File: src/rtl/proc_pkg.sv
// Shared definitions for the instruction sequencer and the processor interface.
package proc_pkg;

    // Instruction width, matches the processor din port.
    localparam int unsigned DW = 16;

    // Instruction field positions: opcode[15:13], imm[12], rX[11:9], rY/imm[8:0].
    localparam int unsigned OP_MSB  = 15;
    localparam int unsigned OP_LSB  = 13;
    localparam int unsigned IMM_BIT = 12;
    localparam int unsigned RX_MSB  = 11;
    localparam int unsigned RX_LSB  = 9;
    localparam int unsigned RY_MSB  = 8;
    localparam int unsigned RY_LSB  = 0;

    // Opcodes understood by the processor.
    localparam logic [2:0] OP_MV  = 3'b000;
    localparam logic [2:0] OP_MVT = 3'b001;
    localparam logic [2:0] OP_ADD = 3'b010;
    localparam logic [2:0] OP_SUB = 3'b011;

    // Sequencer state encoding.
    typedef enum logic [2:0] {
        StIdle,
        StIssue,
        StWait,
        StFinish,
        StError
    } seq_state_e;

    // Extract the opcode field from an instruction word.
    function automatic logic [2:0] get_opcode(input logic [DW-1:0] instr);
        return instr[OP_MSB:OP_LSB];
    endfunction

endpackage

File: src/rtl/seq_prog_mem.sv
// Program memory: register array with synchronous write and asynchronous read.
// Contents are intentionally not reset so a loaded program survives reset.
module seq_prog_mem #(
    parameter int unsigned DW    = 16,
    parameter int unsigned DEPTH = 16,
    parameter int unsigned AW    = 4
) (
    input  logic          clk_i,
    input  logic          we_i,
    input  logic [AW-1:0] waddr_i,
    input  logic [DW-1:0] wdata_i,
    input  logic [AW-1:0] raddr_i,
    output logic [DW-1:0] rdata_o
);

    logic [DW-1:0] mem_q [DEPTH];

    // Write port; a read in the same cycle sees the old word.
    always_ff @(posedge clk_i) begin
        if (we_i) begin
            mem_q[waddr_i] <= wdata_i;
        end
    end

    assign rdata_o = mem_q[raddr_i];

endmodule

File: src/rtl/instr_sequencer.sv
// Instruction sequencer: issues a stored program to the processor one word per
// run pulse, waiting for done between words, with a per-instruction timeout.
module instr_sequencer
    import proc_pkg::*;
#(
    parameter int unsigned DW      = proc_pkg::DW,
    parameter int unsigned DEPTH   = 16,
    parameter int unsigned AW      = 4,
    parameter int unsigned TIMEOUT = 64
) (
    input  logic          clk,
    input  logic          reset,
    input  logic          wr_en,
    input  logic [AW-1:0] wr_addr,
    input  logic [DW-1:0] wr_data,
    input  logic [AW:0]   prog_len,
    input  logic          start,
    output logic          run,
    output logic [DW-1:0] din,
    input  logic          done,
    output logic          busy,
    output logic [AW-1:0] pc,
    output logic          seq_done,
    output logic          err
);

    localparam int unsigned TW        = $clog2(TIMEOUT + 1);
    localparam logic [TW-1:0] TimerLast = TW'(TIMEOUT - 1);
    localparam logic [AW:0]   DepthLen  = (AW + 1)'(DEPTH);
    localparam logic [AW:0]   LenOne    = (AW + 1)'(1);

    seq_state_e    state_q, state_d;
    logic [AW-1:0] pc_q, pc_d;
    logic [DW-1:0] din_q, din_d;
    logic [AW:0]   len_q, len_d;
    logic [TW-1:0] timer_q, timer_d;

    logic [AW-1:0] rd_addr;
    logic [DW-1:0] rd_data;
    logic          mem_we;

    // Loader writes only land while the sequencer is not driving the processor.
    assign mem_we = wr_en && (state_q == StIdle || state_q == StError);

    seq_prog_mem #(
        .DW   (DW),
        .DEPTH(DEPTH),
        .AW   (AW)
    ) u_prog_mem (
        .clk_i  (clk),
        .we_i   (mem_we),
        .waddr_i(wr_addr),
        .wdata_i(wr_data),
        .raddr_i(rd_addr),
        .rdata_o(rd_data)
    );

    // Next-state, program counter, instruction latch and timeout timer.
    always_comb begin
        state_d = state_q;
        pc_d    = pc_q;
        din_d   = din_q;
        len_d   = len_q;
        timer_d = '0;
        rd_addr = pc_q + AW'(1);
        unique case (state_q)
            StIdle: begin
                rd_addr = '0;
                if (start) begin
                    if (prog_len == '0) begin
                        state_d = StFinish;
                    end else begin
                        len_d   = (prog_len > DepthLen) ? DepthLen : prog_len;
                        pc_d    = '0;
                        din_d   = rd_data;
                        state_d = StIssue;
                    end
                end
            end
            StIssue: begin
                // Timer reads 0 here; counting continues through WAIT.
                timer_d = timer_q + TW'(1);
                state_d = StWait;
            end
            StWait: begin
                // done takes priority over an expiring timer.
                if (done) begin
                    if ({1'b0, pc_q} == len_q - LenOne) begin
                        state_d = StFinish;
                    end else begin
                        pc_d    = pc_q + AW'(1);
                        din_d   = rd_data;
                        state_d = StIssue;
                    end
                end else if (timer_q == TimerLast) begin
                    state_d = StError;
                end else begin
                    timer_d = timer_q + TW'(1);
                end
            end
            StFinish: begin
                state_d = StIdle;
            end
            StError: begin
                state_d = StError;
            end
            default: begin
                state_d = StIdle;
            end
        endcase
    end

    // State registers with synchronous reset.
    always_ff @(posedge clk) begin
        if (reset) begin
            state_q <= StIdle;
            pc_q    <= '0;
            din_q   <= '0;
            len_q   <= '0;
            timer_q <= '0;
        end else begin
            state_q <= state_d;
            pc_q    <= pc_d;
            din_q   <= din_d;
            len_q   <= len_d;
            timer_q <= timer_d;
        end
    end

    assign run      = (state_q == StIssue);
    assign busy     = (state_q == StIssue) || (state_q == StWait);
    assign seq_done = (state_q == StFinish);
    assign err      = (state_q == StError);
    assign din      = din_q;
    assign pc       = pc_q;

endmodule

File: config.mk
export PLATFORM = sky130hd
export DESIGN_NAME = instr_sequencer
export DESIGN_NICKNAME = d
export VERILOG_FILES = /design/src/rtl/proc_pkg.sv /design/src/rtl/seq_prog_mem.sv /design/src/rtl/instr_sequencer.sv
export SDC_FILE = /design/constraint.sdc
export NUM_CORES = 1
export LEC_CHECK = 0
export CORE_ASPECT_RATIO = 1.5
export CORE_MARGIN = 8
export CORE_UTILIZATION = 37
export DETAILED_ROUTE_END_ITERATION = 6
export DONT_BUFFER_PORTS = 1
export HOLD_SLACK_MARGIN = 0.15
export PLACE_DENSITY = 0.59
export SYNTH_ARGS = -nofsm -noshare
export SYNTH_HDL_FRONTEND = slang
export SYNTH_HIERARCHICAL = 1
export SYNTH_SLANG_ARGS = --single-unit
File: constraint.sdc
create_clock -name clk -period 4.4 [get_ports clk]
set_input_delay 0.44 -clock clk [delete_from_list [all_inputs] [get_ports clk]]
set_output_delay 0.44 -clock clk [all_outputs]
set_load 0.005 [all_outputs]
* Word-level counts from Yosys, hierarchy flattened
Memory sizes are Yosys's and may differ from the RTL's.
Index checks and enable logic that the tools add are counted.
** Operators by class
- Reductions and logical operators :: 9
- Equal/unequal tests :: 11
- $lt $le $gt $ge :: 1
- $add $sub $neg :: 3
- Multiplexer cells :: 23
- Bitwise gates (word level) :: 1
** Operators by type and width (number)
- $mux 16 :: 4
- $pmux 16 s2 :: 1
- $mux 4 :: 5
- $mux 7 :: 2
- $pmux 7 s2 :: 1
- $pmux 3 s4 :: 1
- $mux 3 :: 3
- $ne 2x2->1 const B :: 4
- $pmux 4 s2 :: 1
- $add 7x1->7 const B :: 1
- $eq 7x6->1 const B :: 1
- $eq 3x2->1 const B :: 2
- $eq 4x5->1 :: 1
- $gt 5x5->1 const B :: 1
- $logic_not 5->1 :: 1
- $mux 5 :: 1
- $reduce_and 5->1 :: 1
- $sub 5x1->5 const B :: 1
- $add 4x1->4 const B :: 1
- $mux 2 :: 2
- $eq 3x1->1 const B :: 1
- $eq 3x3->1 const B :: 1
- $logic_not 3->1 :: 1
- $ne 3x3->1 const B :: 1
- other kinds (7) :: 9
** Word-level totals
- RAM bits :: 256
- Bits in registers :: 35
- Word-level logic and storage cells :: 54
- Memories kept :: 1
** Memory list
- u_prog_mem.mem_q :: words 16, bits a word 16, rd ports 1, clocked after memory_dff 0, wr ports 1, line seq_prog_mem.sv:16 : logic [DW-1:0] mem_q [DEPTH];

* Logic depth before layout (Yosys ltp)
Gate-level depths: netlist (run 1).
An unclocked memory read counts as a cell.
- Depth in word-level cells :: 6
- Gate-level depth with buffers :: 10
- Mapped depth without buffers :: 8

* Hierarchy
The synthesis (run 1) kept the hierarchy.
** Modules (own cells, without submodules)
- seq_prog_mem :: area an instance 9721.8 um2, instances 1, sequential area each 7687.4 um2, cells an instance 416
- instr_sequencer :: area an instance 1765.4 um2, instances 1, sequential area each 700.7 um2, cells an instance 205

* Worst setup path after synthesis (run 1)
No wires, ideal clock.
- Path kind :: register -> register
- From :: reg state_q[0]
- To :: mem u_prog_mem.mem_q[0][0], enable pin
- Period minus slack after synthesis :: 2.881 ns
- Setup slack :: 1.519 ns
- Path buffers :: 1
- Arrival time :: 2.472 ns
- Cell stages (with the launch flop) :: 5
- Required time :: 3.991 ns
- Path through :: dfxtp_1 > clkbuf_1 > nor3b_1 > or3b_2 > nor3_1
** Between the ends
- Word-level cells in the longest chain between the ends :: 5
** RTL lines
- start: declaration :: line instr_sequencer.sv:32 : seq_state_e state_q, state_d;
- start signal: assignment :: line instr_sequencer.sv:116 : state_q <= StIdle;
- start signal: assignment :: line instr_sequencer.sv:122 : state_q <= state_d;
- $eq 3x3->1 / $logic_not 3->1 (equally long branches) :: line instr_sequencer.sv:43 : assign mem_we = wr_en && (state_q == StIdle || state_q == StError);
- $logic_or 1x1->1 (*) :: line instr_sequencer.sv:43
- $logic_and 1x1->1 (*) :: line instr_sequencer.sv:43
- net mem_we :: line instr_sequencer.sv:40 : logic mem_we;
- $mux 1 (*) :: line seq_prog_mem.sv:20 : if (we_i) begin
- $mux 1 (not written as such) (*) :: line seq_prog_mem.sv:21 : mem_q[waddr_i] <= wdata_i;
- end: declaration :: line seq_prog_mem.sv:16
The timed path passes the listed nets; every way through them passes the cells marked *.

* Final worst setup path (run 1)
- From :: reg pc_q[0], in the netlist pc[0]
- To :: reg din_q[5], in the netlist din[5]
** Between the ends
- Word-level cells in the longest chain between the ends :: 6
** RTL lines
- start: declaration :: line instr_sequencer.sv:33 : logic [AW-1:0] pc_q, pc_d;
- start signal: assignment :: line instr_sequencer.sv:123 : pc_q <= pc_d;
- $add 4x1->4 (*) :: line instr_sequencer.sv:65 : rd_addr = pc_q + AW'(1);
- $mux 4 (*) :: line instr_sequencer.sv:66 : unique case (state_q)
- net rd_addr[1] :: line instr_sequencer.sv:38 : logic [AW-1:0] rd_addr;
- $mem_v2 16x16 (*)
- $mux 16, on equally long branches :: line instr_sequencer.sv:88, instr_sequencer.sv:70
- $mux 16, on equally long branches :: line instr_sequencer.sv:87, instr_sequencer.sv:69
- $pmux 16 s2 (*) :: line instr_sequencer.sv:66
- net din_d[5] :: line instr_sequencer.sv:34 : logic [DW-1:0] din_q, din_d;
- end signal: assignment :: line instr_sequencer.sv:124 : din_q <= din_d;
- end: declaration :: line instr_sequencer.sv:34
The timed path passes the listed nets; every way through them passes the cells marked *. The select of a mux whose other input is x is not followed.
A chain may end at the register's enable or synchronous reset.

==> run_results.csv, run 1 <==
group,metric,value,unit
sta,tightest_slew,1.080,ns
cts,worst_skew_pair.late_latency,0.53,ns
yosys,synthArstFlopShare,0,%
global_routing,grt_max_degree,35,
setup_path,reg2regPathDepth,8,
global_routing,grt_pass1_vias,6194,
yosys,yosysWarningCount,6,
power_and_ir_drop,internal_power,4.488,mW
sta,setup_ws,1.514,ns
run,cap_violations,0,
sta,setup_violations,0,
routing,wl_per_cell,23.76,um
cells_and_area,finalCoreUtilization,42.60,%
global_routing,grt_use_total,13.96,%
setup_path,required,4.80,ns
power_and_ir_drop,p_leak,4.130,nW
cts,cts_root_buf,"clkbuf_16",
cts,cts_made_buffers,26,
cts,post-cts-setup-buffer-count,0,
routing,routed_wl,25.94,mm
setup_path,r2r-start,"pc[0]$_SDFFE_PP0P_",
power_and_ir_drop,fin_total_pwr,5.647,mW
min_path,hp-start,"reset",
yosys,synth_edf_count,256,
routing,num_vias,5940,
sta,hold_viol_final,0,
setup_path,reg2reg_slack,1.51,ns
placement,io_buffers,0,
cells_and_area,nets,700,
global_routing,grt_pass1_wl,38.89,mm
yosys,syn_inst,621,
yosys,yosysSeqAreaShare,73.02,%
setup_path,critPathLaunchType,"flip-flop",
routing,ant_nets,0,
status,status,"complete, no violations",
sta,fin_setup_tns,0,ns
routing,drt_iter0_drc,603,
floorplanning,start_util,37.25,%
power_and_ir_drop,pwr-share-seq,54.4,%
setup_path,cp.arrival,3.29,ns
placement,dp_hpwl,15.37,mm
placement,pre_cts_slack,1.498,ns
cts,clockBufferDepth,3,
yosys,synth_fp_nets,654,
cts,cts_resized,0,
routing,vias_per_cell,5.440,
floorplanning,rows,79,
global_routing,gr-total-overflow,0,
power_and_ir_drop,ir_drop,211.6,uV
floorplanning,die_y,231.8,um
cts,clock-sinks,291,
setup_path,crit_end,"din[5]$_SDFFE_PP0P_",
cts,cts_hold_buf,23,
placement,gp_congestion,0.8835,
sta,period_share,65.60,%
floorplanning,die_x,159.9,um
yosys,syn-cell-area,0.01149,mm2
routing,first_pass_iters,5,
cts,cts_max_level,1,
power_and_ir_drop,combPwrFrac,6.0,%
yosys,yosys-top-cells-area,"edfxtp_1, mux4_2, dfxtp_1, mux4_1, a22oi_1",
setup_path,critPathLaunch,"pc[0]$_SDFFE_PP0P_",
global_routing,grt_antenna_before_repair,2,
setup_path,r2r-end,"din[5]$_SDFFE_PP0P_",
sta,fmax,0.3464,GHz
setup_path,critPathCaptureType,"flip-flop",
power_and_ir_drop,p_sw,1.159,mW
min_path,min_path_type,"input pin to flip-flop",
floorplanning,coreArea,0.03084,mm2
power_and_ir_drop,clkPwrFrac,39.6,%
cells_and_area,drive_gt1_share,21.02,%
floorplanning,ios,54,
cts,worst_setup_hold_path_clk_slew,0.07,ns
yosys,synth_ff_type,"edfxtp_1",
power_and_ir_drop,switching_share,20.52,%
floorplanning,dieArea,0.03706,mm2
yosys,synth_top_area_share,66.92,%
sta,rsz0062_at_grt,"no",
sta,fin_skew,0.007693,ns
setup_path,crit_fanout,28,
sta,slew_viol_final,0,
yosys,synth.distinct_cells,51,
sta,relSlewSlack,28.01,%
routing,drc,0,
sta,min_period,2.886,ns
yosys,ys_ff_latch,291,
sta,hold-worst-slack,0.1882,ns
yosys,post_synth.cell_area_avg,18.50,um2
cells_and_area,area_growth,14.38,%
power_and_ir_drop,pwr_density_cell,429.8,mW/mm2
cts,cts_tree,"built",
yosys,synth_top_cell_by_area,"edfxtp_1",
setup_path,criticalPathCategory,"flip-flop to flip-flop",
metal layers:
layer | global-route usage (%) | routed length [um] | up-vias | part of all wire [%]
met5 | 0 | 0 | - | 0
met4 | 5.155 | 693 | 0 | 2.7
met3 | 3.034 | 1988 | 55 | 7.7
met2 | 24.83 | 13320 | 226 | 51
met1 | 16.34 | 9944 | 3070 | 38
li1 | - | - | 2589 | -
per-stage QoR:
stage,std cells,instance area (um2)
detailed placement,1021,12060
finish,1092,13140
floorplan,621,11490
CTS,1090,13130
global route,1091,13140
global placement,1021,12060
state kept, by name, summed over array words and instances, names as in the netlist:
| name | flops |
|---|---|
| u_prog_mem/mem_q | 256 |
| timer_q | 7 |
| din | 16 |
| len_q | 5 |
| pc | 4 |
| state_q | 3 |
synth_stat cells, drive strengths merged, types with 7 or more instances:
master / instances
dfxtp: 35
nand2b: 7
nand2: 60
nor3: 8
clkbuf: 15
mux4: 64
nand3: 7
nor2: 32
buf: 16
mux2i: 16
edfxtp: 256
a22oi: 34
power groups by stage:
stage | Combinational [mW] | Sequential (mW) | Clock, mW
floorplan | 0.255 | 3.12 | 0
global placement | 0.294 | 3.13 | 0
detailed placement | 0.298 | 3.14 | 0
CTS | 0.346 | 3.07 | 2.29
global route | 0.371 | 3.08 | 2.38
finish | 0.339 | 3.07 | 2.23
final cells by class:
type,count,area [um2]
Fill cell,2694,17700
Sequential cell,291,8388
Multi-Input combinational cell,294,2954
Clock buffer,29,683.2
Tap cell,405,506.7
Timing Repair Buffer,49,425.4
Clock inverter,17,157.7
Inverter,5,18.77
Antenna cell,2,5.005
how the worst min path moves through the flow:
stage	endpoint	slack [ns]	depth (start not counted)
finish	timer_q[1]$_SDFF_PP0_	0.19	2
global route	len_q[3]$_SDFFE_PP0P_	0.19	3
CTS	len_q[3]$_SDFFE_PP0P_	0.16	3
detailed placement	timer_q[0]$_SDFF_PP0_	0.45	1
global placement	timer_q[0]$_SDFF_PP0_	0.42	1
floorplan	timer_q[0]$_SDFF_PP0_	0.41	1
critical path, cell delays in order (launching register included):
cell and delay [ns]:
dfxtp_1 0.42, ha_1 0.37, nor2b_4 0.63, buf_4 0.49, mux4_2 0.37, a22oi_1 0.23
nand2_1 0.10, nand2_1 0.07, mux2i_1 0.07
logic make-up (layout without fill, tap and decap cells):
kind of cell             Yosys count  after routing  synth area share [%]
adder cells (fa/ha/maj)            3              3                0.3268
XOR/XNOR                           9              9                0.6862
AO/OA/AOI/OAI                     62             62                 4.139
flip-flops                       291            291                 73.02
multiplexers                      80             80                 14.27
AND/OR/NAND/NOR                  140            140                 5.729
buffers and inverters             36            100                 1.830
other                              0              2                     0
placed cells by master (no fill, tap or decap), drive strengths merged, types with 5 or more instances in the layout:
cell and count:
mux2i 16, a31oi 5, nor3b 5, nand2b 7, clkbuf 29, edfxtp 256
nor3 8, nand3 7, nand2 60, clkinv 15, a21oi 6, xnor2 6
o21ai 5, buf 26, dfxtp 35, nor2 32, dlygate4sd3 23, mux4 64
a22oi 34
(Power assumes the default switching activity.)
==> run 2: changes to the inputs <==
==> constraint.sdc (replaced) <==
create_clock -name clk -period 2.95 [get_ports clk]
set_input_delay 0.295 -clock clk [delete_from_list [all_inputs] [get_ports clk]]
set_output_delay 0.295 -clock clk [all_outputs]
set_load 0.005 [all_outputs]
==> run 2 against run 1 <==
  * Flip-flop and latch count stayed put
  * Via count grew 0.32%
  * Critical path type unchanged
  * Cell count is 1.1% higher
  * Highest routed layer is now met5
==> run_results.csv, run 2 (synthesized netlist as in run 1, its figures left out) <==
group,metric,value,unit
placement,dp_hpwl,15.61,mm
routing,num_vias,5959,
sta,tightest_slew,0.6058,ns
setup_path,crit_fanout,16,
placement,dpl_cell_area,0.01214,mm2
routing,drc,0,
global_routing,grt_use_total,14.23,%
cts,cts_max_level,1,
cells_and_area,nets,710,
global_routing,grt_max_degree,65,
floorplanning,coreArea,0.03084,mm2
cells_and_area,drive_gt1_share,21.23,%
floorplanning,die_x,159.9,um
power_and_ir_drop,p_leak,4.202,nW
cts,clock-sinks,291,
cells_and_area,area_growth,16.15,%
run,cap_violations,0,
cells_and_area,filler_cell_count,2696,
routing,wl_per_cell,23.63,um
setup_path,critPathCaptureType,"flip-flop",
sta,rsz0062_at_grt,"no",
placement,pre_cts_slack,0.5119,ns
setup_path,reg2regPathDepth,6,
placement,gp_congestion,0.8312,
sta,setup_ws,0.1041,ns
cts,worst_setup_hold_path_clk_slew,0.06,ns
routing,drt_iter0_drc,623,
cells_and_area,largest-register,"u_prog_mem/mem_q",
sta,min_period,2.846,ns
sta,fmax,0.3514,GHz
power_and_ir_drop,fin_total_pwr,8.697,mW
setup_path,slowest_delay,0.62,ns
cells_and_area,final_cell_mix,"edfxtp_1, nand2_1, mux4_2, dfxtp_1, a22oi_1",
sta,hold_viol_final,0,
floorplanning,start_util,37.25,%
routing,first_pass_iters,4,
cells_and_area,largest_reg_flops,256,
cts,cts_tree,"built",
floorplanning,die_y,231.8,um
min_path,min_path_type,"input pin to flip-flop",
global_routing,gr-total-overflow,0,
placement,dp_cells,1024,
routing,ant_nets,0,
global_routing,grt_pass1_wl,39.83,mm
setup_path,path_cells,"nor3b_1 -> buf_4 -> or3b_2 -> nor3_2 -> dlygate4sd3_1 -> buf_12",
sta,setup_violations,0,
floorplanning,ios,54,
cts,cts_root_buf,"clkbuf_16",
setup_path,critPathLaunchType,"flip-flop",
routing,vias_per_cell,5.398,
setup_path,required,3.18,ns
sta,fin_setup_tns,0,ns
cells_and_area,instances_no_fill,1104,
sta,period_share,96.47,%
cts,cts_made_buffers,27,
cts,clockBufferDepth,3,
cells_and_area,multi_input_area,0.002954,mm2
sta,fin_skew,0.01231,ns
setup_path,criticalPathCategory,"flip-flop to flip-flop",
setup_path,cp.arrival,3.08,ns
routing,routed_wl,26.09,mm
setup_path,cp_slowest_cell,"dlygate4sd3_1",
status,status,"complete, no violations",
floorplanning,rows,79,
sta,slew_viol_final,0,
power_and_ir_drop,ir_drop,366.3,uV
power_and_ir_drop,pwr_density_cell,651.8,mW/mm2
global_routing,grt_antenna_before_repair,3,
cts,post-cts-setup-buffer-count,0,
global_routing,grt_pass1_vias,6371,
cts,worst_skew_pair.late_latency,0.54,ns
floorplanning,dieArea,0.03706,mm2
min_path,hold_path_depth,3,
sta,relSlewSlack,59.48,%
cells_and_area,ff_latch_area,0.008388,mm2
cells_and_area,final_common_cell,"edfxtp_1",
placement,io_buffers,0,
cells_and_area,fin_area,0.01334,mm2
==> run 2: cell count changes in the layout (fill, tap and decap cells not counted) <==
cell | previous run | this run
clkbuf_1 | 2 | 3
buf_12 | 0 | 4
clkinv_1 | 6 | 7
bufinv_16 | 3 | 5
clkinv_2 | 8 | 4
dlygate4sd3_1 | 23 | 29
clkinv_4 | 1 | 2
clkinvlp_4 | 0 | 2
buf_4 | 26 | 25
==> run 2: power by group <==
part / switching, mW / internal [mW] / total [mW]
registers: 0.0425 / 4.54 / 4.59
logic: 0.285 / 0.248 / 0.533
clock network: 1.46 / 2.11 / 3.58
==> run 2: stage by stage <==
step | hold slack [ns] | utilization (%)
floorplan | 0.3939 | -
global placement | 0.3687 | 39.35
detailed placement | 0.3685 | 39.35
CTS | 0.1514 | 43.25
global route | 0.1645 | 43.26
finish | 0.1798 | 43.27
==> run 2: cell type report <==
cell class	count	share of cell area [%]
clock inverter	19	1.688
sequential	291	62.87
inverter	5	0.1407
tap	405	3.798
timing repair buffer	58	4.182
antenna	2	0.03751
clock buffer	30	5.148
multi-input combinational	294	22.14
==> run 2: what timing repair did <==
item / CTS / global route
gates resized for setup: 0 / 0
hold endpoints to repair: 291 / 0
hold buffers: 29 / 0
==> run 2: path summary, 6_finish.rpt <==
path,from,end,slack [ns]
worst max-delay path,state_q[0]$_SDFFE_PP0P_,u_prog_mem/mem_q[0][13]$_DFFE_PP_,0.10
worst min-delay path,start,state_q[1]$_SDFFE_PP0P_,0.18
worst max register to register,state_q[0]$_SDFFE_PP0P_,u_prog_mem/mem_q[0][13]$_DFFE_PP_,0.10
worst min register to register,timer_q[0]$_SDFF_PP0_,timer_q[0]$_SDFF_PP0_,0.47
==> run 2: metal layers <==
layer	global-route usage [%]	wire [um]	up-vias
met2	26.13	13700	174
met4	5.126	676	2
met5	0	8	-
met1	16.14	9980	3123
li1	-	-	2613
met3	2.857	1720	47
==> run 2: critical path, delay by kind of cell, from the launching register on <==
family                 cells  cell delay, ns
AND/OR/NAND/NOR            3            1.08
buffers and inverters      3            1.04
flip-flops                 1            0.41
==> run 3: changes to the inputs <==
--- a/config.mk
+++ b/config.mk
@@ -9,9 +9,8 @@
 export CORE_MARGIN = 8
 export CORE_UTILIZATION = 37
 export DETAILED_ROUTE_END_ITERATION = 6
-export DONT_BUFFER_PORTS = 1
 export HOLD_SLACK_MARGIN = 0.15
-export PLACE_DENSITY = 0.59
+export PLACE_DENSITY = 0.61
 export SYNTH_ARGS = -nofsm -noshare
 export SYNTH_HDL_FRONTEND = slang
 export SYNTH_HIERARCHICAL = 1
==> run 3 against run 2 <==
  * Setup slack better by 0.43 ns
  * Count of clock-buffer cells in the layout is 3 higher
  * Largest power group unchanged
  * Largest cell class unchanged
  * Utilization is 0.86 points higher
  * Wire length is 5.1% lower
  * Via count is 0.29% lower
  * Global-route usage is 0.84 points lower
==> run_results.csv, run 3 (synthesized netlist as in run 1, its figures left out) <==
group,metric,value,unit
status,status,"complete, no violations",
setup_path,crit_fanout,39,
min_path,min_to,"timer_q[0]$_SDFF_PP0_",
power_and_ir_drop,ir_drop,430.9,uV
placement,dp_cells,1076,
floorplanning,dieArea,0.03706,mm2
cts,cts_max_level,1,
cells_and_area,drive_gt1_share,19.83,%
cts,clock-sinks,291,
cells_and_area,fin_area,0.01361,mm2
setup_path,r2r-start,"state_q[1]$_SDFFE_PP0P_",
power_and_ir_drop,pwr_density_cell,615.4,mW/mm2
sta,min_period,2.415,ns
placement,dp_hpwl,15.31,mm
cells_and_area,area_growth,18.45,%
cells_and_area,largest_reg_flops,256,
cts,worst_skew_pair.late_latency,0.52,ns
global_routing,grt_antenna_before_repair,0,
setup_path,cp.arrival,2.81,ns
global_routing,gr-total-overflow,0,
floorplanning,rows,79,
routing,routed_wl,24.75,mm
floorplanning,die_x,159.9,um
setup_path,r2r-end,"din[6]$_SDFFE_PP0P_",
routing,vias_per_cell,5.301,
sta,fin_setup_tns,0,ns
min_path,hold_path_depth,1,
placement,dpl_cell_area,0.01281,mm2
sta,period_share,81.86,%
routing,num_vias,5942,
setup_path,slowest_delay,0.60,ns
cts,cts_resized,0,
cts,cts_root_buf,"clkbuf_16",
setup_path,criticalPathCategory,"flip-flop to flip-flop",
global_routing,grt_pass1_wl,38.18,mm
cts,cts_made_buffers,25,
floorplanning,coreArea,0.03084,mm2
cells_and_area,final_common_cell,"edfxtp_1",
setup_path,critPathCaptureType,"flip-flop",
run,cap_violations,0,
placement,gp_congestion,0.8151,
sta,setup_ws,0.5350,ns
sta,setup_violations,0,
cts,cts_tree,"built",
global_routing,grt_use_total,13.39,%
cts,post-cts-setup-buffer-count,0,
cells_and_area,finalCoreUtilization,44.12,%
sta,fmax,0.4141,GHz
placement,pre_cts_slack,0.5029,ns
min_path,min_path_type,"flip-flop to flip-flop",
setup_path,critPathLaunchType,"flip-flop",
cts,clockBufferDepth,3,
sta,relSlewSlack,64.70,%
global_routing,grt_pass1_vias,6453,
setup_path,reg2regPathDepth,8,
sta,hold-worst-slack,0.4486,ns
cts,cts_hold_buf,0,
sta,rsz0062_at_grt,"no",
global_routing,grt_max_degree,65,
cells_and_area,diodes,0,
sta,slew_viol_final,0,
cells_and_area,nets,731,
floorplanning,ios,54,
routing,wl_per_cell,22.08,um
cells_and_area,instances_no_fill,1121,
power_and_ir_drop,fin_total_pwr,8.373,mW
sta,fin_skew,0.008427,ns
cells_and_area,filler_cell_count,2639,
routing,drc,0,
setup_path,path_cells,"nor3_4 -> nor2_4 -> buf_12 -> mux4_1 -> a22oi_1 -> nand2_1 -> nand2_1 -> mux2i_1",
routing,ant_nets,0,
cts,worst_setup_hold_path_clk_slew,0.06,ns
cells_and_area,final_cell_mix,"edfxtp_1, nand2_1, mux4_2, clkdlybuf4s50_1, dfxtp_1",
setup_path,reg2reg_slack,0.54,ns
sta,tightest_slew,0.5278,ns
routing,drt_iter0_drc,535,
setup_path,required,3.35,ns
sta,hold_viol_final,0,
cells_and_area,largest-register,"u_prog_mem/mem_q",
min_path,hp-start,"timer_q[0]$_SDFF_PP0_",
setup_path,cp_common_cell,"nand2_1",
setup_path,cp_slowest_cell,"mux4_1",
power_and_ir_drop,p_leak,4.248,nW
floorplanning,die_y,231.8,um
placement,io_buffers,53,
routing,first_pass_iters,5,
floorplanning,start_util,37.25,%
==> run 3: cell types whose count changed in the layout (fill, tap and decap cells not counted), sizes merged <==
| cell | change |
|---|---|
| clkinv | -4 |
| buf | -1 |
| bufinv | -3 |
| clkdlybuf4s50 | +53 |
| dlygate4sd3 | -29 |
| clkbuf | +3 |
| diode | -2 |
==> run 3: cell type report <==
type | instances | area [um2] | area share, %
flip-flops and latches | 291 | 8388 | 61.65
multi-input cells | 294 | 2954 | 21.71
repair buffers | 81 | 940.9 | 6.915
clock buffers | 33 | 685.7 | 5.039
well taps | 405 | 506.7 | 3.724
clock inverters | 12 | 112.6 | 0.8276
inverters | 5 | 18.77 | 0.1379
==> run 3: worst max path at each step <==
stage                                       end               startpoint  depth (start not counted)
2_1_floorplan  u_prog_mem/mem_q[0][0]$_DFFE_PP_  state_q[0]$_SDFFE_PP0P_                          4
3_3_place_gp               din[12]$_SDFFE_PP0P_  state_q[1]$_SDFFE_PP0P_                          8
3_5_place_dp               din[12]$_SDFFE_PP0P_  state_q[1]$_SDFFE_PP0P_                          8
4_1_cts                    din[12]$_SDFFE_PP0P_  state_q[1]$_SDFFE_PP0P_                          8
5_1_grt                    din[12]$_SDFFE_PP0P_  state_q[1]$_SDFFE_PP0P_                          8
6_report                    din[6]$_SDFFE_PP0P_  state_q[1]$_SDFFE_PP0P_                          8
==> run 3: metal layers <==
metal / vias to the layer above / GRT usage, % / part of all wire (%)
met3: 39 / 2.094 / 5.4
met4: 0 / 4.804 / 2.6
met1: 3068 / 16.35 / 40
li1: 2647 / - / -
met2: 188 / 23.71 / 52
met5: - / 0 / 0
==> run 3: worst max-delay path, delay by kind of cell (launching register included) <==
family / cells / cell delay (ns)
mux: 2 / 0.66
flops: 1 / 0.54
compound gates: 1 / 0.23
buf+inv: 1 / 0.31
simple gates: 4 / 0.52
==> run 3: report_power, final <==
group          total, mW  leakage (nW)  internal [mW]  switching (mW)
sequential          4.58          2.59           4.54          0.0324
clock               3.20         0.384           1.81            1.39
combinational      0.601          1.27          0.300           0.301
total               8.37          4.25           6.65            1.72
==> RTL change 1: new RTL, config.mk and constraints of run 3 <==
Put a register stage on the outputs `run`, `busy`, `seq_done` and `err`, with the module's reset. The values now appear one clock later. The other outputs are not delayed to match.
--- a/src/rtl/instr_sequencer.sv
+++ b/src/rtl/instr_sequencer.sv
@@ -128,8 +128,17 @@
     end
 
-    assign run      = (state_q == StIssue);
-    assign busy     = (state_q == StIssue) || (state_q == StWait);
-    assign seq_done = (state_q == StFinish);
-    assign err      = (state_q == StError);
+    always_ff @(posedge clk) begin
+        if (reset) begin
+            run      <= '0;
+            busy     <= '0;
+            seq_done <= '0;
+            err      <= '0;
+        end else begin
+            run      <= (state_q == StIssue);
+            busy     <= (state_q == StIssue) || (state_q == StWait);
+            seq_done <= (state_q == StFinish);
+            err      <= (state_q == StError);
+        end
+    end
     assign din      = din_q;
     assign pc       = pc_q;
Check against the original RTL: not equivalent (Yosys sat finds a counterexample within 4 cycles, from zero or initial values and one cycle with reset high).
==> RTL change 1 against run 3 <==
Critical path type unchanged; largest power group unchanged; synthesized area up 1.2%; setup slack worse by 180 ps; synthesized cell count up 1.1%; sequential cell count up 4; total power up 3.1%; final area up 1.3%; clock power up 8.1%; critical endpoint is now din[1]; wire length up 6.2%.
==> RTL change 1: results (changes against run 3) <==
set qor(crit_family) {simple AND/OR/NAND/NOR gates}
set qor(drt-initial-drc-count) 537 ;# +0.37%
set qor(layout.filler_cells) 2632 ;# -0.27%
set qor(p_leak_nw) 4.374 ;# +3.0%
set qor(synth-seq-area-share_pct) 72.81 ;# -0.21 points
set qor(critical_path_peak_fanout) 18 ;# -54%
set qor(place.gp.congestion) 0.8016 ;# -1.7%
set qor(grt_pass1_vias) 6597 ;# +2.2%
set qor(wirelength_met1_mm) 9.953 ;# -0.45%
set qor(slew_headroom_pct) 50.43 ;# -14 points
set qor(wl_met2_mm) 13.74 ;# +7.6%
set qor(synth_top_cells_by_area) {sky130_fd_sc_hd__edfxtp_1 (66%), sky130_fd_sc_hd__mux4_2 (10%), sky130_fd_sc_hd__dfxtp_1 (6.7%), sky130_fd_sc_hd__mux4_1 (2.3%), sky130_fd_sc_hd__a22oi_1 (2.2%)}
set qor(wl_met3_mm) 1.457 ;# +9.4%
set qor(dp_slack_ps) 336.6 ;# -166.4 ps
set qor(synth.net_count) 661 ;# +1.1%
set qor(insertion_delay_ps) 540 ;# +20 ps
set qor(peakVddDrop_mv) 0.3471 ;# -19%
set qor(grt_pass1_wl_mm) 40.37 ;# +5.7%
set qor(cp_data_arrival_time_ps) 2990 ;# +180 ps
set qor(run_status) {finished clean}
set qor(grt_total_usage_pct) 14.25 ;# +0.87 points
set qor(ys_types) 49 ;# -3.9%
set qor(hold_path.class) {primary input to flip-flop}
set qor(grt_util_met1_pct) 16.10 ;# -0.25 points
set qor(detailed_place.area_um2) 12920 ;# +0.86%
set qor(fin_skew_ps) 19.83 ;# +11.41 ps
set qor(grt_start_max_net_pins) 49 ;# -25%
set qor(grt_util_met2_pct) 25.70 ;# +2.0 points
set qor(synth.cells.most_frequent) {sky130_fd_sc_hd__edfxtp_1 (256), sky130_fd_sc_hd__mux4_2 (54), sky130_fd_sc_hd__dfxtp_1 (39)}
set qor(final_net_count) 749 ;# +2.5%
[RTL change 1: cell count changes after synthesis, moves of 4 or more]
cell,change
sky130_fd_sc_hd__dfxtp_1,+4
sky130_fd_sc_hd__inv_1,+5
sky130_fd_sc_hd__nand2_1,-35
sky130_fd_sc_hd__nand2b_1,+31
sky130_fd_sc_hd__nor3_1,+4
sky130_fd_sc_hd__xor2_1,+4
[RTL change 1: cells by family after synthesis]
| group | count (synthesis) | share of synthesized area [%] |
|---|---|---|
| flops | 295 | 72.81 |
| mux | 80 | 14.09 |
| simple gates | 133 | 5.960 |
| xor+xnor | 12 | 0.9037 |
| fa+ha+maj | 3 | 0.3228 |
| buf+inv | 43 | 1.936 |
| compound gates | 62 | 3.970 |
[RTL change 1: cell type report]
type                            instances  area share [%]
Antenna cell                            1         0.01815
Clock buffer                           28           4.618
Clock inverter                         18           1.679
Inverter                                9          0.2450
Multi-Input combinational cell        290           21.68
Sequential cell                       295           61.41
Tap cell                              405           3.675
Timing Repair Buffer                   95           6.678
[RTL change 1: worst paths after layout]
path,start,to,slack [ps],cells past startpoint
worst max-delay path,pc[1],din[1],350,9
worst min-delay path,prog_len[0],len_q[0],430,3
worst max register to register,pc[1],din[1],350,9
worst min register to register,timer_q[0],timer_q[0],470,1
[RTL change 1: power by group]
group	internal, mW	total, mW	switching, mW	leakage, nW
logic	0.271	0.548	0.277	1.33
clock network	2.01	3.46	1.45	0.417
registers	4.60	4.62	0.0283	2.63
[RTL change 1: stage by stage]
stage               std cells  hold WS, ps
floorplan                 628        393.9
CTS                      1140        403.6
global route             1140        429.3
global placement         1094        430.3
detailed placement       1094        454.5
finish                   1141        431.5
==> RTL change 2: new RTL, settings of run 3 <==
Without the edit above. `DEPTH` is set to 16 in 2 places; all go to 32.
--- a/src/rtl/seq_prog_mem.sv
+++ b/src/rtl/seq_prog_mem.sv
@@ -3,5 +3,5 @@
 module seq_prog_mem #(
     parameter int unsigned DW    = 16,
-    parameter int unsigned DEPTH = 16,
+    parameter int unsigned DEPTH = 32,
     parameter int unsigned AW    = 4
 ) (
--- a/src/rtl/instr_sequencer.sv
+++ b/src/rtl/instr_sequencer.sv
@@ -5,5 +5,5 @@
 #(
     parameter int unsigned DW      = proc_pkg::DW,
-    parameter int unsigned DEPTH   = 16,
+    parameter int unsigned DEPTH   = 32,
     parameter int unsigned AW      = 4,
     parameter int unsigned TIMEOUT = 64
Formal check against the unedited RTL: not equivalent (a bounded check fails within 4 cycles, from zero or initial values and one cycle with reset high).
==> RTL change 2 against run 3 <==
Final area is 1.6% lower; combinational power is 9.8% lower; synthesized area is 0.64% lower; wire length is 2.7% higher; setup slack worse by 150 ps; final cell count is 0.62% lower; global-route usage is 0.41 points higher; hold slack better by 22 ps; sequential power hardly changed; sequential cell count stayed put; clock skew is 11 ps higher; die area is 0.59% lower; total power is 2.4% higher; critical path type is now flip-flop to output pin; largest power group unchanged.
==> RTL change 2: results (changes against run 3) <==
set qor(run_status) {finished clean}
set qor(place.gp.congestion) 0.7324 ;# -10%
set qor(ys.warnings.count) 6 ;# unchanged
set qor(clock_tree.htree_level_count) 1 ;# unchanged
set qor(synth.cells.most_frequent) {sky130_fd_sc_hd__edfxtp_1 (256), sky130_fd_sc_hd__mux4_2 (54), sky130_fd_sc_hd__dfxtp_1 (35)}
set qor(timing.critical_path.slowest_cell_delay_ps) 540 ;# -60 ps
set qor(most_flop_heavy_register) {u_prog_mem/mem_q}
set qor(numPortBuffers) 53 ;# unchanged
set qor(worst_setup_hold_path_clk_slew_ps) 60 ;# about the same
set qor(ctsResizeCount) 0 ;# unchanged
set qor(drive_above_1_share_pct) 19.07 ;# -0.76 points
set qor(hold_path.class) {flip-flop to flip-flop}
set qor(worst_pin_slew_ps) 556.7 ;# +28.92 ps
set qor(ys_types) 48 ;# -5.9%
set qor(synth-seq-area-share_pct) 73.49 ;# +0.47 points
set qor(layout.filler_cells) 2592 ;# -1.8%
set qor(synth.net_count) 648 ;# -0.92%
set qor(antenna_found_initial) 1 ;# +1
set qor(postCtsSetupRepairBufs) 0 ;# unchanged
set qor(grt_total_usage_pct) 13.80 ;# +0.41 points
set qor(report.final.slew_viol_count) 0 ;# unchanged
set qor(slowest_cell_on_the_critical_path) {sky130_fd_sc_hd__or3b_1}
set qor(final_net_count) 721 ;# -1.4%
set qor(grt_start_max_net_pins) 65 ;# unchanged
set qor(power.share.switching_pct) 20.28 ;# -0.26 points
set qor(cp_data_arrival_time_ps) 2270 ;# -540 ps
set qor(dp.final_hpwl_mm) 15.17 ;# -0.92%
set qor(total_cts_buffers) 26 ;# +4.0%
set qor(totalWireLength_mm) 25.42 ;# +2.7%
set qor(grt_pass1_wl_mm) 38.65 ;# +1.2%
set qor(fin_skew_ps) 19.04 ;# +10.62 ps
set qor(peakVddDrop_mv) 0.3812 ;# -12%
set qor(synth_largest_type_area_fraction_pct) 67.35 ;# +0.43 points
set qor(largest_reg_flops) 256 ;# unchanged
set qor(final_setup_vio_count) 0 ;# unchanged
set qor(crit_family) {simple AND/OR/NAND/NOR gates}
set qor(critical_path_peak_fanout) 11 ;# -72%
set qor(synth-async-reset-ratio_pct) 0 ;# unchanged
set qor(synth_ff_type) {sky130_fd_sc_hd__edfxtp_1}
set qor(insertion_delay_ps) 540 ;# +20 ps
set qor(viasPerCell) 5.364 ;# +1.2%
set qor(grt_pass1_vias) 6283 ;# -2.6%
set qor(synth_top_cells_by_area) {sky130_fd_sc_hd__edfxtp_1 (67%), sky130_fd_sc_hd__mux4_2 (11%), sky130_fd_sc_hd__dfxtp_1 (6.1%), sky130_fd_sc_hd__mux4_1 (2.3%), sky130_fd_sc_hd__a22oi_1 (2.2%)}
set qor(firstDrtPassIters) 5 ;# unchanged
set qor(drt-initial-drc-count) 542 ;# +1.3%
set qor(ctsLongestPathBuffers) 3 ;# unchanged
set qor(synth_enable_flop_cells) 256 ;# unchanged
set qor(p_leak_nw) 4.206 ;# -0.99%
set qor(ctsRootBufferMaster) {sky130_fd_sc_hd__clkbuf_16}
RTL change 2: cell types whose count changed in the layout (fill, tap and decap cells not counted), sizes merged, moves of 4 or more:
cell | before | now
nand2b | 7 | 3
a21oi | 6 | 23
and2 | 3 | 9
nand2 | 60 | 20
mux2i | 16 | 0
nor3 | 8 | 12
o21ai | 5 | 20
nand3 | 7 | 24
RTL change 2: power by group through the flow:
stage	Sequential, mW	Clock, mW	Combinational, mW
floorplan	4.65	0	0.339
global placement	4.65	0	0.540
detailed placement	4.66	0	0.551
CTS	4.57	3.56	0.552
global route	4.57	3.69	0.589
finish	4.57	3.46	0.542
RTL change 2: logic make-up (layout without fill, tap and decap cells):
| logic type | after synthesis | in the layout | share of synthesized area (%) |
|---|---|---|---|
| AND/OR/NAND/NOR | 117 | 117 | 5.240 |
| multiplexers | 64 | 64 | 12.96 |
| adder cells (fa/ha/maj) | 3 | 3 | 0.3289 |
| XOR/XNOR | 11 | 11 | 0.8441 |
| AO/OA/AOI/OAI | 88 | 88 | 5.021 |
| buffers and inverters | 41 | 134 | 2.116 |
| flip-flops | 291 | 291 | 73.49 |
| other | 0 | 1 | 0 |
RTL change 2: worst paths after layout:
path / startpoint / cells past startpoint / endpoint / slack [ps]
setup / recovery: state_q[1] / 3 / busy / 390
hold / removal: timer_q[0] / 1 / timer_q[0] / 470
setup reg to reg: state_q[2] / 8 / din[12] / 530
hold reg to reg: timer_q[0] / 1 / timer_q[0] / 470
RTL change 2: per-stage QoR:
stage	hold WS (ps)	setup WS, ps	cells	instance area [um^2]
3_3_place_gp	428.0	600.5	1065	12500
2_1_floorplan	393.9	119.1	615	11410
5_1_grt	481.1	265.9	1113	13380
3_5_place_dp	467.4	550.1	1065	12500
4_1_cts	476.1	362.9	1113	13380
6_report	470.7	388.8	1114	13390
RTL change 2: cell type report:
cell class	count	area, um^2	area share (%)
Sequential cell	291	8388	62.67
Multi-Input combinational cell	283	2819	21.06
Timing Repair Buffer	81	765.7	5.721
Clock buffer	31	690.7	5.160
Tap cell	405	506.7	3.786
Clock inverter	17	193.9	1.449
Inverter	5	18.77	0.1402
Antenna cell	1	2.502	0.01870
RTL change 2: metal layers:
metal / up-vias / track usage [%] / wire length [um] / share of wire [%]
li1: 2643 / - / - / -
met3: 50 / 2.167 / 1437 / 5.7
met4: 0 / 6.062 / 834 / 3.3
met2: 194 / 25.09 / 13530 / 53
met5: - / 0 / 0 / 0
met1: 3088 / 15.85 / 9622 / 38
